**config.mk**
```make
export PLATFORM = sky130hd
export DESIGN_NAME = exc_ctrl
export DESIGN_NICKNAME = d
export VERILOG_FILES = /design/src/rtl/exc_ctrl_pkg.sv /design/src/rtl/exc_ctrl_timer.sv /design/src/rtl/exc_ctrl.sv
export SDC_FILE = /design/constraint.sdc
export NUM_CORES = 1
export LEC_CHECK = 0
export ABC_AREA = 0
export CORE_AREA = 2 2 101 103
export DETAILED_ROUTE_END_ITERATION = 8
export DIE_AREA = 0 0 103 105
export GPL_TIMING_DRIVEN = 1
export HOLD_SLACK_MARGIN = 0.02
export PLACE_DENSITY = 0.69
export SLEW_MARGIN = 10
export SYNTH_ARGS = -nofsm -noshare
export SYNTH_HDL_FRONTEND = slang
export SYNTH_SLANG_ARGS = --single-unit
```
**constraint.sdc**
```tcl
create_clock -name i_clk -period 3.22 [get_ports i_clk]
set_clock_uncertainty 0.1 [all_clocks]
set_input_delay 0.805 -clock i_clk [delete_from_list [all_inputs] [get_ports i_clk]]
set_output_delay 0.805 -clock i_clk [all_outputs]
set_load 0.05 [all_outputs]
```
**src/rtl/exc_ctrl_pkg.sv**
```systemverilog
// -----------------------------------------------------------------------------
// exc_ctrl_pkg
// Shared CP0 constants for the exception controller: register numbers,
// SR/Cause field positions, exception codes, the controller state type and
// the EPC computation helper.
// -----------------------------------------------------------------------------
package exc_ctrl_pkg;

   // CP0 register numbers
   localparam logic [4:0] CP0_COUNT   = 5'd9;
   localparam logic [4:0] CP0_COMPARE = 5'd11;
   localparam logic [4:0] CP0_SR      = 5'd12;
   localparam logic [4:0] CP0_CAUSE   = 5'd13;
   localparam logic [4:0] CP0_EPC     = 5'd14;
   localparam logic [4:0] CP0_PRID    = 5'd15;

   // SR field positions
   localparam int unsigned SR_IE    = 0;
   localparam int unsigned SR_EXL   = 1;
   localparam int unsigned SR_IM_LO = 10;

   // Cause field positions
   localparam int unsigned CAUSE_EXC_LO = 2;
   localparam int unsigned CAUSE_IP_LO  = 10;
   localparam int unsigned CAUSE_BD     = 31;

   // Exception codes
   localparam logic [4:0] EXC_INT  = 5'd0;
   localparam logic [4:0] EXC_ADEL = 5'd4;

   typedef enum logic {StRun, StHandler} exc_state_e;

   // Restart address: a delay-slot instruction restarts at its branch.
   function automatic logic [31:0] epc_of(input logic [31:0] pc, input logic bd);
      logic [31:0] w_addr;
      w_addr = bd ? (pc - 32'd4) : pc;
      return {w_addr[31:2], 2'b00};
   endfunction

endpackage

```
**src/rtl/exc_ctrl_timer.sv**
```systemverilog
// -----------------------------------------------------------------------------
// exc_ctrl_timer
// Count/Compare timer for the exception controller (used only when
// EXC_CTRL_TIMER_EN is defined).
// Ports:
//   i_clk, i_reset       clock, synchronous active-high reset
//   i_count_we           load Count from i_wdata
//   i_compare_we         load Compare from i_wdata, clears pending
//   i_wdata              write data
//   o_count, o_compare   register values
//   o_pending            sticky timer interrupt request
// -----------------------------------------------------------------------------
module exc_ctrl_timer
   import exc_ctrl_pkg::*;
(
   input  logic        i_clk,
   input  logic        i_reset,
   input  logic        i_count_we,
   input  logic        i_compare_we,
   input  logic [31:0] i_wdata,
   output logic [31:0] o_count,
   output logic [31:0] o_compare,
   output logic        o_pending
);

   logic [31:0] r_count;
   logic [31:0] r_compare;
   logic        r_pending;
   logic [31:0] w_count_next;

   assign w_count_next = i_count_we ? i_wdata : (r_count + 32'd1);

   always_ff @(posedge i_clk) begin
      if (i_reset) begin
         r_count   <= '0;
         r_compare <= '0;
         r_pending <= 1'b0;
      end else begin
         r_count <= w_count_next;
         if (i_compare_we) begin
            r_compare <= i_wdata;
            r_pending <= 1'b0;
         // Match on the value Count takes next, so pending is visible in the
         // cycle Count equals Compare and 0==0 is not hit straight out of reset.
         end else if (w_count_next == r_compare) begin
            r_pending <= 1'b1;
         end
      end
   end

   assign o_count   = r_count;
   assign o_compare = r_compare;
   assign o_pending = r_pending;

endmodule

```
**src/rtl/exc_ctrl.sv**
```systemverilog
// -----------------------------------------------------------------------------
// exc_ctrl
// CP0-style exception/interrupt controller. Holds SR, Cause, EPC, PRId,
// arbitrates M-stage exceptions against hardware interrupts and drives the
// PC handler-redirect (o_exc_handle) and return (o_eret) controls.
// Optional macro EXC_CTRL_TIMER_EN adds Count (reg 9) / Compare (reg 11) with a
// timer interrupt ORed into the top hardware interrupt line.
// Ports:
//   i_clk, i_reset         clock, synchronous active-high reset
//   i_cp0_addr/we/wdata    mtc0 access; o_cp0_rdata mfc0 read (combinational)
//   i_pc_m, i_bd_m         M-stage PC and branch-delay flag
//   i_exc_occur_m/code_m   M-stage synchronous exception and its code
//   i_eret_m               eret in M
//   i_hw_int               level-sensitive interrupt lines
//   o_exc_handle           redirect to handler, flush F/D/E/M
//   o_eret                 redirect to EPC
//   o_epc                  current EPC
// -----------------------------------------------------------------------------
module exc_ctrl
   import exc_ctrl_pkg::*;
#(
   parameter logic [31:0] PRID = 32'h4254_4150,
   parameter int unsigned IM_W = 6
) (
   input  logic            i_clk,
   input  logic            i_reset,
   input  logic [4:0]      i_cp0_addr,
   input  logic            i_cp0_we,
   input  logic [31:0]     i_cp0_wdata,
   output logic [31:0]     o_cp0_rdata,
   input  logic [31:0]     i_pc_m,
   input  logic            i_bd_m,
   input  logic            i_exc_occur_m,
   input  logic [4:0]      i_exc_code_m,
   input  logic            i_eret_m,
   input  logic [IM_W-1:0] i_hw_int,
   output logic            o_exc_handle,
   output logic            o_eret,
   output logic [31:0]     o_epc
);

   exc_state_e      r_state;
   exc_state_e      w_state_next;
   logic [IM_W-1:0] r_sr_im;
   logic            r_sr_ie;
   logic            r_cause_bd;
   logic [IM_W-1:0] r_cause_ip;
   logic [4:0]      r_cause_code;
   logic [31:0]     r_epc;

   logic            w_exl;
   logic [IM_W-1:0] w_hw_int;
   logic            w_int_req;
   logic            w_exc_req;
   logic            w_exc_handle;
   logic            w_eret;
   logic            w_we;
   logic [31:0]     w_sr;
   logic [31:0]     w_cause;

   // EXL is the state itself, so the two can never disagree.
   assign w_exl = (r_state == StHandler);

`ifdef EXC_CTRL_TIMER_EN
   logic [31:0] w_tmr_count;
   logic [31:0] w_tmr_compare;
   logic        w_tmr_pending;

   exc_ctrl_timer u_timer (
      .i_clk        (i_clk),
      .i_reset      (i_reset),
      .i_count_we   (w_we && (i_cp0_addr == CP0_COUNT)),
      .i_compare_we (w_we && (i_cp0_addr == CP0_COMPARE)),
      .i_wdata      (i_cp0_wdata),
      .o_count      (w_tmr_count),
      .o_compare    (w_tmr_compare),
      .o_pending    (w_tmr_pending)
   );

   assign w_hw_int = i_hw_int | {w_tmr_pending, {(IM_W-1){1'b0}}};
`else
   assign w_hw_int = i_hw_int;
`endif

   assign w_int_req    = r_sr_ie & ~w_exl & (|(w_hw_int & r_sr_im));
   assign w_exc_req    = i_exc_occur_m & ~w_exl;
   assign w_exc_handle = w_int_req | w_exc_req;
   assign w_eret       = i_eret_m & w_exl;
   // An mtc0 in the same cycle as a redirect is flushed with its instruction.
   assign w_we         = i_cp0_we & ~w_exc_handle;

   // State register
   always_ff @(posedge i_clk) begin
      if (i_reset) begin
         r_state <= StRun;
      end else begin
         r_state <= w_state_next;
      end
   end

   // Next-state logic
   always_comb begin
      w_state_next = r_state;
      if (w_exc_handle) begin
         w_state_next = StHandler;
      end else if (w_eret) begin
         w_state_next = StRun;
      end else if (w_we && (i_cp0_addr == CP0_SR)) begin
         w_state_next = i_cp0_wdata[SR_EXL] ? StHandler : StRun;
      end
   end

   // Outputs
   always_comb begin
      o_exc_handle = w_exc_handle;
      o_eret       = w_eret;
      o_epc        = r_epc;
   end

   // CP0 data registers
   always_ff @(posedge i_clk) begin
      if (i_reset) begin
         r_sr_im      <= '0;
         r_sr_ie      <= 1'b0;
         r_cause_bd   <= 1'b0;
         r_cause_ip   <= '0;
         r_cause_code <= '0;
         r_epc        <= '0;
      end else begin
         r_cause_ip <= w_hw_int;
         if (w_exc_handle) begin
            r_cause_bd   <= i_bd_m;
            r_cause_code <= w_int_req ? EXC_INT : i_exc_code_m;
            r_epc        <= epc_of(i_pc_m, i_bd_m);
         end else if (w_we) begin
            if (i_cp0_addr == CP0_SR) begin
               r_sr_im <= i_cp0_wdata[SR_IM_LO +: IM_W];
               r_sr_ie <= i_cp0_wdata[SR_IE];
            end else if (i_cp0_addr == CP0_EPC) begin
               r_epc <= i_cp0_wdata;
            end
         end
      end
   end

   always_comb begin
      w_sr                      = '0;
      w_sr[SR_IM_LO +: IM_W]    = r_sr_im;
      w_sr[SR_EXL]              = w_exl;
      w_sr[SR_IE]               = r_sr_ie;
      w_cause                   = '0;
      w_cause[CAUSE_BD]         = r_cause_bd;
      w_cause[CAUSE_IP_LO +: IM_W] = r_cause_ip;
      w_cause[CAUSE_EXC_LO +: 5] = r_cause_code;
   end

   // mfc0 read mux
   always_comb begin
      o_cp0_rdata = '0;
      case (i_cp0_addr)
         CP0_SR:      o_cp0_rdata = w_sr;
         CP0_CAUSE:   o_cp0_rdata = w_cause;
         CP0_EPC:     o_cp0_rdata = r_epc;
         CP0_PRID:    o_cp0_rdata = PRID;
`ifdef EXC_CTRL_TIMER_EN
         CP0_COUNT:   o_cp0_rdata = w_tmr_count;
         CP0_COMPARE: o_cp0_rdata = w_tmr_compare;
`endif
         default:     o_cp0_rdata = '0;
      endcase
   end

endmodule

```
==> reports/results.txt, run 1 <==
CP required: 2.31 ns
Critical Path AT: 2.23 ns
DR iter-0 viols: 270
Hold/Removal Path Class: reg2reg
met3 Track Usage GR: 2.74%
post-detail-place hpwl: 10.2 mm
most common cell in the netlist: dfxtp_1
Max Cap Viol: 0
leakage: 2.09 nW
startpoint types: input pin
top cell type by total area after synthesis: dfxtp_1
routing usage on met2: 39.4%
Total GRT Usage: 23.5%
Root Driver: clkbuf_8
routed length per instance: 17.9 µm
clk sink count: 52
clk_lat worst skew: 0.32 ns
Netlist cell types: 44
Worst-Margin Slew: 0.547 ns
# port buffers: 149
largest net degree at the start of global routing: 56
first-pass GRT wire length: 20.4 mm
Worst-path clk slew: 0.09 ns
drt pass-1 iters: 5
# DRC: 0
Synth Cell Area: 3360 µm²
DRT antenna net count: 0
Final Setup Violations: 0
Mean Syn Cell Area: 7.78 µm²
Post-Synthesis Net Count: 519
ant diodes: 0
CTS max path bufs: 2
Crit Path Max Fanout: 19
routed via count: 4,146
Setup CP Type: in2out
Synthesis Warnings: 0
ratio of cells with drive above 1 in the final layout: 17.7%
worst reg2reg path depth: 6
Post-CTS Setup Bufs: 0
Nets: 684
Synth top area share: 31.0%
vias in the first global route: 3,894
gr busiest metal: met2
Tmin final: 3.13 ns
Core Region: 9640 µm²
post-layout util: 59.3%
crit path capture type: output port
Fmax: 319 MHz
I/O pin count: 152
CTS tree: built
area grow syn2layout: 70.0%
Main synth FF type: dfxtp_1
asr flop ratio synth: 0%
TritonCTS Buffers: 5
Placed Area: 5610 µm²
initial core utilization: 34.9%
Die Width: 103 µm
register bit total from synthesis: 52
unrepaired setup endpoints after global routing: yes
Area contributors post-synth: dfxtp_1, a211oi_1, and3_1, a311oi_1, nor2_1
status: complete, no violations
met1 global-route usage: 32.0%
Final Hold Violating Endpoints: 0
gr ovfl total: 0
post-route setup TNS: 0 ns
post-synthesis sequential area ratio: 31.0%
Post-synth EDFFs: 0
full die area: 10,800 µm²
via-per-instance ratio: 5.67
chip height: 105 µm
cell area after layout: 5710 µm²
WHS Path Cells: 2
most frequent cells after synthesis: dfxtp_1, nor2_1, and3_1
RD Place Congestion: 0.865
Cell Rows: 36
slew margin rel.: 63.4%
crit share post-route: 97.3%
initial antenna violation count: 0
drt total wl: 13.1 mm
CTS HTree Levels: 2
Min Hold Slack: 0.365 ns
peak supply drop: 177 µV
PwrDens: 294 nW/µm²
Synth Instances: 432
Max Slew Vio Count: 0
==> repair_timing <==
item | 4_1_cts | 5_1_grt
hold buffers | 0 | 0
resized for setup | 0 | 4
setup endpoints to repair | 0 | 3
endpoints found under the hold margin | 0 | 0
==> stage by stage <==
stage | worst slack, ns | total power [W] | cells
5_1_grt | -0.00275 | 0.00175 | 731
3_5_place_dp | -0.0957 | 0.00130 | 723
2_1_floorplan | -0.0399 | 0.00101 | 432
3_3_place_gp | -0.0229 | 0.00129 | 723
4_1_cts | 0.0587 | 0.00168 | 731
6_report | 0.0865 | 0.00168 | 731
==> area by class of cell <==
cell class	instances	area [µm²]
well taps	133	166
repair buffers	196	2200
clock inverters	2	16.3
inverters	7	26.3
multi-input cells	335	2180
clock buffers	6	72.6
flip-flops and latches	52	1040
fillers	891	3930
==> placed cells by master (no fill, tap or decap), drive strengths merged, types with 4 or more instances in the layout <==
cell type,Yosys,routed
or4,12,12
inv,7,7
nand2,20,20
xnor2,12,12
nor3,14,14
or3,11,11
nand3,15,15
a22oi,7,7
a21oi,17,17
o21ai,17,17
clkbuf,32,6
nand4,4,4
a311oi,22,22
dfxtp,52,52
nor2,43,43
nor4,11,11
and3,34,34
buf,6,82
mux2i,13,13
clkdlybuf4s50,0,114
nor2b,12,12
o31ai,4,4
a211oi,31,31
o41ai,4,4
==> final timing paths <==
kind,start,end,slack [ns]
worst max register to register,r_state,o_epc[15],1.18
worst max-delay path,i_cp0_addr[1],o_cp0_rdata[14],0.09
worst min register to register,r_cause_bd,r_cause_bd,0.37
worst min-delay path,r_cause_bd,r_cause_bd,0.37
==> routing by layer <==
metal | part of all wire [%] | wire length [µm]
met5 | 0 | 0
met4 | 1.7 | 227
met3 | 6.8 | 892
met2 | 49 | 6470
met1 | 42 | 5530
==> flip-flops by register name, summed over array words and instances, names as in the netlist <==
register,cells
o_epc,32
r_cause_bd,1
r_cause_code,5
r_cause_ip,6
r_sr_ie,1
r_sr_im,6
r_state,1
==> report_power, final <==
group	internal (W)	switching [W]	total (W)
registers	0.000683	0.0000337	0.000717
logic	0.000259	0.000313	0.000571
clock network	0.000155	0.000234	0.000390
==> logic make-up (layout without fill, tap and decap cells) <==
logic type                 count (synthesis)  after routing  share of synthesized area [%]
AOI/OAI and AO/OA                        114            114                           24.3
xor gates and xnor gates                  13             13                           3.39
adders and majority gates                  1              1                          0.372
buffers and inverters                     45            211                           5.18
DFF                                       52             52                           31.0
muxes                                     13             13                           3.87
and+or+nand+nor                          194            194                           31.9
==> worst max-delay path, cell delays in order <==
cell and delay [ns]:
clkdlybuf4s50_1 0.55, buf_12 0.18, nor2b_1 0.05, buf_4 0.17, nor2b_1 0.14, nor3_2 0.10
buf_4 0.22
No activity file was read; power rests on OpenSTA's default activity.
==> run 2: changes to the inputs <==
--- a/config.mk
+++ b/config.mk
@@ -6,12 +6,14 @@
 export NUM_CORES = 1
 export LEC_CHECK = 0
 export ABC_AREA = 0
-export CORE_AREA = 2 2 101 103
+export CELL_PAD_IN_SITES_DETAIL_PLACEMENT = 0
+export CELL_PAD_IN_SITES_GLOBAL_PLACEMENT = 2
+export CORE_AREA = 2 2 127 129
 export DETAILED_ROUTE_END_ITERATION = 8
-export DIE_AREA = 0 0 103 105
+export DIE_AREA = 0 0 129 131
 export GPL_TIMING_DRIVEN = 1
 export HOLD_SLACK_MARGIN = 0.02
-export PLACE_DENSITY = 0.69
+export PLACE_DENSITY_LB_ADDON = 0.1
 export SLEW_MARGIN = 10
 export SYNTH_ARGS = -nofsm -noshare
 export SYNTH_HDL_FRONTEND = slang
==> run 2 against run 1 <==
- via count decreased by 4.8%
- largest power group unchanged
- critical path type unchanged
- utilization decreased by 22 points
- critical path depth decreased by 2
- worst setup slack improved by 0.0079 ns
==> reports/results.txt, run 2 (same netlist as run 1, synthesis figures left out) <==
status: complete, no violations
first-pass GRT wire length: 22.7 mm
drt total wl: 14.6 mm
Core Region: 15,600 µm²
Final Setup Violations: 0
startpoint types: input pin
CTS tree: built
Min Hold Slack: 0.380 ns
area grow syn2layout: 74.1%
gr ovfl total: 0
Crit Path Max Fanout: 3
Setup CP Type: in2out
Critical Path Max Stage Delay: 0.46 ns
worst reg2reg path depth: 6
Root Driver: clkbuf_16
Critical Path AT: 2.22 ns
initial core utilization: 21.5%
Total GRT Usage: 17.4%
largest net degree at the start of global routing: 56
reg-to-reg setup timing slack: 1.16 ns
CP required: 2.31 ns
DR iter-0 viols: 200
routed via count: 3,945
cell area after layout: 5850 µm²
commonest non-fill, non-tap cell in the layout: clkdlybuf4s50_1
clk sink count: 52
chip height: 131 µm
initial antenna violation count: 0
top cell family by delay on the critical path: buffers and inverters
routed length per instance: 18.0 µm
Critical-path top delay cell: clkdlybuf4s50_1
clk_lat worst skew: 0.30 ns
crit path capture type: output port
PwrDens: 320 nW/µm²
RD Place Congestion: 0.821
WHS Path Cells: 2
DRT antenna net count: 0
post-route setup TNS: 0 ns
ant diodes: 0
Die Width: 129 µm
TritonCTS Buffers: 5
commonest cells after routing, fill and taps aside: clkdlybuf4s50_1, dfxtp_1, buf_4, nor2_1
# DRC: 0
post-layout util: 37.5%
crit share post-route: 97.1%
CTS HTree Levels: 2
Filler Cell Count: 1,620
Post-CTS Setup Bufs: 0
vias in the first global route: 3,954
unrepaired setup endpoints after global routing: no
Placed Area: 5690 µm²
Worst-Margin Slew: 0.577 ns
Fmax: 320 MHz
post-detail-place hpwl: 11.5 mm
Nets: 684
# port buffers: 149
full die area: 16,900 µm²
via-per-instance ratio: 4.85
Final Hold Violating Endpoints: 0
slew margin rel.: 61.5%
FF-to-FF Start: r_state
HP Start: r_cause_bd
Max Slew Vio Count: 0
Worst-path clk slew: 0.08 ns
I/O pin count: 152
Max Cap Viol: 0
CTS max path bufs: 2
CP Buf/Inv Count: 3
drt pass-1 iters: 4
Overall Power: 0.00187 W
Tmin final: 3.13 ns
Cell Rows: 46
max FFs per register: 32
worst flop-to-flop path endpoint: o_epc[22]
ratio of cells with drive above 1 in the final layout: 17.4%
Hold/Removal Path Class: reg2reg
peak supply drop: 164 µV
Hold EP: r_cause_bd
leakage: 2.11 nW
CP Cell Sequence: clkdlybuf4s50_1 > a221oi_2 > a31o_2 > clkinv_1 > buf_4
-- run 2: changes by cell type in the layout (fill, tap and decap cells not counted), sizes merged --
cell    delta
clkbuf     -1
clkinv     +1
-- run 2: power by group --
group	total (W)	internal, W	switching, W
logic	0.000572	0.000257	0.000315
registers	0.000718	0.000683	0.0000353
clock network	0.000579	0.000296	0.000283
total	0.00187	0.00124	0.000633
-- run 2: final cells by class --
cell class / instances / area [µm²] / area share (%)
clock buffers: 5 / 125 / 2.14
clock inverters: 3 / 27.5 / 0.471
inverters: 7 / 26.3 / 0.449
multi-input cells: 335 / 2180 / 37.2
flip-flops and latches: 52 / 1040 / 17.8
well taps: 216 / 270 / 4.62
repair buffers: 196 / 2180 / 37.3
-- run 2: worst max path at each step --
stage	from	to	slack, ns	depth (start not counted)
after CTS	i_cp0_addr[1]	o_cp0_rdata[22]	0.07	5
after detailed placement	i_pc_m[3]	o_epc[25]	-0.19	5
after global routing	i_cp0_addr[1]	o_cp0_rdata[25]	0.02	5
final	i_hw_int[1]	o_exc_handle	0.09	5
after global placement	i_pc_m[3]	o_epc[15]	-0.14	5
after floorplan	i_cp0_addr[1]	o_cp0_rdata[18]	-0.04	4
-- run 2: stage by stage --
step                      std cells  setup slack [ns]
after floorplan                 432           -0.0399
after global placement          806            -0.137
after detailed placement        806            -0.190
after CTS                       814            0.0737
after global routing            814            0.0174
final                           814            0.0944
-- run 2: what timing repair did --
| action | in CTS | in global routing |
|---|---|---|
| setup endpoints to repair | 1 | 0 |
| gates resized for setup | 1 | 0 |
| hold buffers | 0 | 0 |
-- run 2: worst reg2reg max path, cell delays in order (launching register included) --
cell      delay (ns)
dfxtp_1         0.38
o21bai_1        0.24
a31o_2          0.28
clkinv_1        0.08
buf_4           0.49
a211oi_1        0.11
a311oi_1        0.29
-- run 2: routing by layer --
layer / GRT usage [%] / vias to the layer above / part of all wire [%]
met2: 28.3 / 121 / 46
li1: - / 1981 / -
met5: 0 / - / 0
met3: 3.91 / 8 / 6.1
met1: 23.6 / 1835 / 47
met4: 3.64 / 0 / 1.0
==> run 3: changes to the inputs <==
--- a/config.mk
+++ b/config.mk
@@ -8,11 +8,11 @@
 export ABC_AREA = 0
 export CELL_PAD_IN_SITES_DETAIL_PLACEMENT = 0
 export CELL_PAD_IN_SITES_GLOBAL_PLACEMENT = 2
-export CORE_AREA = 2 2 127 129
+export CORE_AREA = 2 2 97 169
 export DETAILED_ROUTE_END_ITERATION = 8
-export DIE_AREA = 0 0 129 131
+export DIE_AREA = 0 0 99 171
 export GPL_TIMING_DRIVEN = 1
-export HOLD_SLACK_MARGIN = 0.02
+export HOLD_SLACK_MARGIN = 0.05
 export PLACE_DENSITY_LB_ADDON = 0.1
 export SLEW_MARGIN = 10
 export SYNTH_ARGS = -nofsm -noshare
==> run 3 against run 2 <==
- count of clock-buffer cells in the layout unchanged
- first-iteration DRC count decreased by 48%
- register-to-register slack improved by 0.05 ns
- critical endpoint is now o_cp0_rdata[18]
==> reports/results.txt, run 3 (same netlist as run 1, synthesis figures left out) <==
status: complete, no violations
hold buffers post-CTS: 0
Critical Path AT: 2.19 ns
startpoint types: input pin
Critical Path Max Stage Delay: 0.47 ns
full die area: 16,900 µm²
Hold EP: r_cause_bd
Min Hold Slack: 0.372 ns
Post-CTS Setup Bufs: 0
top cell family by delay on the critical path: simple AND/OR/NAND/NOR gates
clk sink count: 52
Hold/Removal Path Class: reg2reg
Crit Path Max Fanout: 6
area of the multi-input gates: 2180 µm²
Max Slew Vio Count: 0
unrepaired setup endpoints after global routing: no
Final Hold Violating Endpoints: 0
Total GRT Usage: 17.9%
via-per-instance ratio: 5.06
routed length per instance: 19.5 µm
CTS HTree Levels: 2
post-route setup TNS: 0 ns
slew margin rel.: 60.1%
Tmin final: 3.09 ns
# port buffers: 149
post-detail-place hpwl: 12.0 mm
Setup CP Type: in2out
gr ovfl total: 0
vias in the first global route: 4,060
drt total wl: 15.4 mm
Post-CTS Resized: 0
clk_lat worst skew: 0.30 ns
Worst-path clk slew: 0.07 ns
WHS Path Cells: 2
RD Place Congestion: 0.805
TritonCTS Buffers: 5
area grow syn2layout: 74.6%
Fmax: 323 MHz
Filler Cell Count: 1,629
Root Driver: clkbuf_16
chip height: 171 µm
Nets: 687
Critical-path top delay cell: clkdlybuf4s50_1
largest net degree at the start of global routing: 56
cell area after layout: 5860 µm²
Cell Rows: 61
commonest cells after routing, fill and taps aside: clkdlybuf4s50_1, dfxtp_1, buf_4, nor2_1
initial antenna violation count: 0
ant diodes: 0
Core Region: 15,600 µm²
HP Start: r_cause_bd
FF-to-FF Start: r_state
CP required: 2.31 ns
Max Cap Viol: 0
routed via count: 3,996
CTS max path bufs: 2
worst reg2reg path depth: 6
PwrDens: 330 nW/µm²
leakage: 2.14 nW
DRT antenna net count: 0
register area: 1040 µm²
CTS tree: built
first-pass GRT wire length: 23.6 mm
worst flop-to-flop path endpoint: o_epc[20]
commonest non-fill, non-tap cell in the layout: clkdlybuf4s50_1
# DRC: 0
initial core utilization: 21.5%
DR iter-0 viols: 104
Final Setup Violations: 0
I/O pin count: 152
Worst-Margin Slew: 0.598 ns
drt pass-1 iters: 4
CP Cell Sequence: clkdlybuf4s50_1 > and3b_1 > nand2_1 > nor2_1 > buf_12
crit share post-route: 96.0%
reg-to-reg setup timing slack: 1.21 ns
Placed Area: 5680 µm²
CP Buf/Inv Count: 2
Die Width: 99 µm
max FFs per register: 32
ratio of cells with drive above 1 in the final layout: 18.0%
crit path capture type: output port
peak supply drop: 167 µV
Crit. Startpoint: i_cp0_addr[2]
==> run 3: area by class of cell <==
type                       instances  share of cell area (%)
clock buffer                       5                    2.13
timing repair buffer             199                    37.7
sequential                        52                    17.8
inverter                           7                   0.448
clock inverter                     3                   0.789
tap                              189                    4.03
multi-input combinational        335                    37.2
==> run 3: layer usage <==
metal	vias to the layer above	global-route usage (%)	share of wire [%]
li1	1988	-	-
met2	124	34.9	57
met5	-	0	0
met4	0	4.17	1.3
met3	9	1.96	3.5
met1	1875	20.5	39
==> run 3: how the worst max path moves through the flow <==
stage,endpoint,depth (start not counted)
floorplan,o_cp0_rdata[18],4
global placement,o_epc[18],6
detailed placement,o_epc[30],5
CTS,o_cp0_rdata[31],7
global route,o_cp0_rdata[8],5
finish,o_cp0_rdata[18],5
==> run 3: stage by stage <==
| stage | setup slack, ns | std cells | util, % | total power, W |
|---|---|---|---|---|
| 6_report | 0.129 | 790 | 37.5 | 0.00194 |
| 5_1_grt | 0.0340 | 790 | 37.5 | 0.00202 |
| 4_1_cts | 0.00867 | 790 | 37.4 | 0.00197 |
| 3_5_place_dp | -0.122 | 782 | 36.3 | 0.00131 |
| 3_3_place_gp | -0.0955 | 782 | 36.3 | 0.00131 |
| 2_1_floorplan | -0.0399 | 432 | - | 0.00101 |
==> run 3: power breakdown <==
| part | internal [W] | leakage (nW) | switching, W |
|---|---|---|---|
| sequential | 0.000683 | 0.427 | 0.0000344 |
| combinational | 0.000259 | 1.63 | 0.000317 |
| clock | 0.000371 | 0.0804 | 0.000273 |
==> run 3: tightest hold or removal path, cell delays in order (launching register included) <==
cell and delay [ns]:
dfxtp_1 0.31, nand2_1 0.06, a21oi_1 0.06
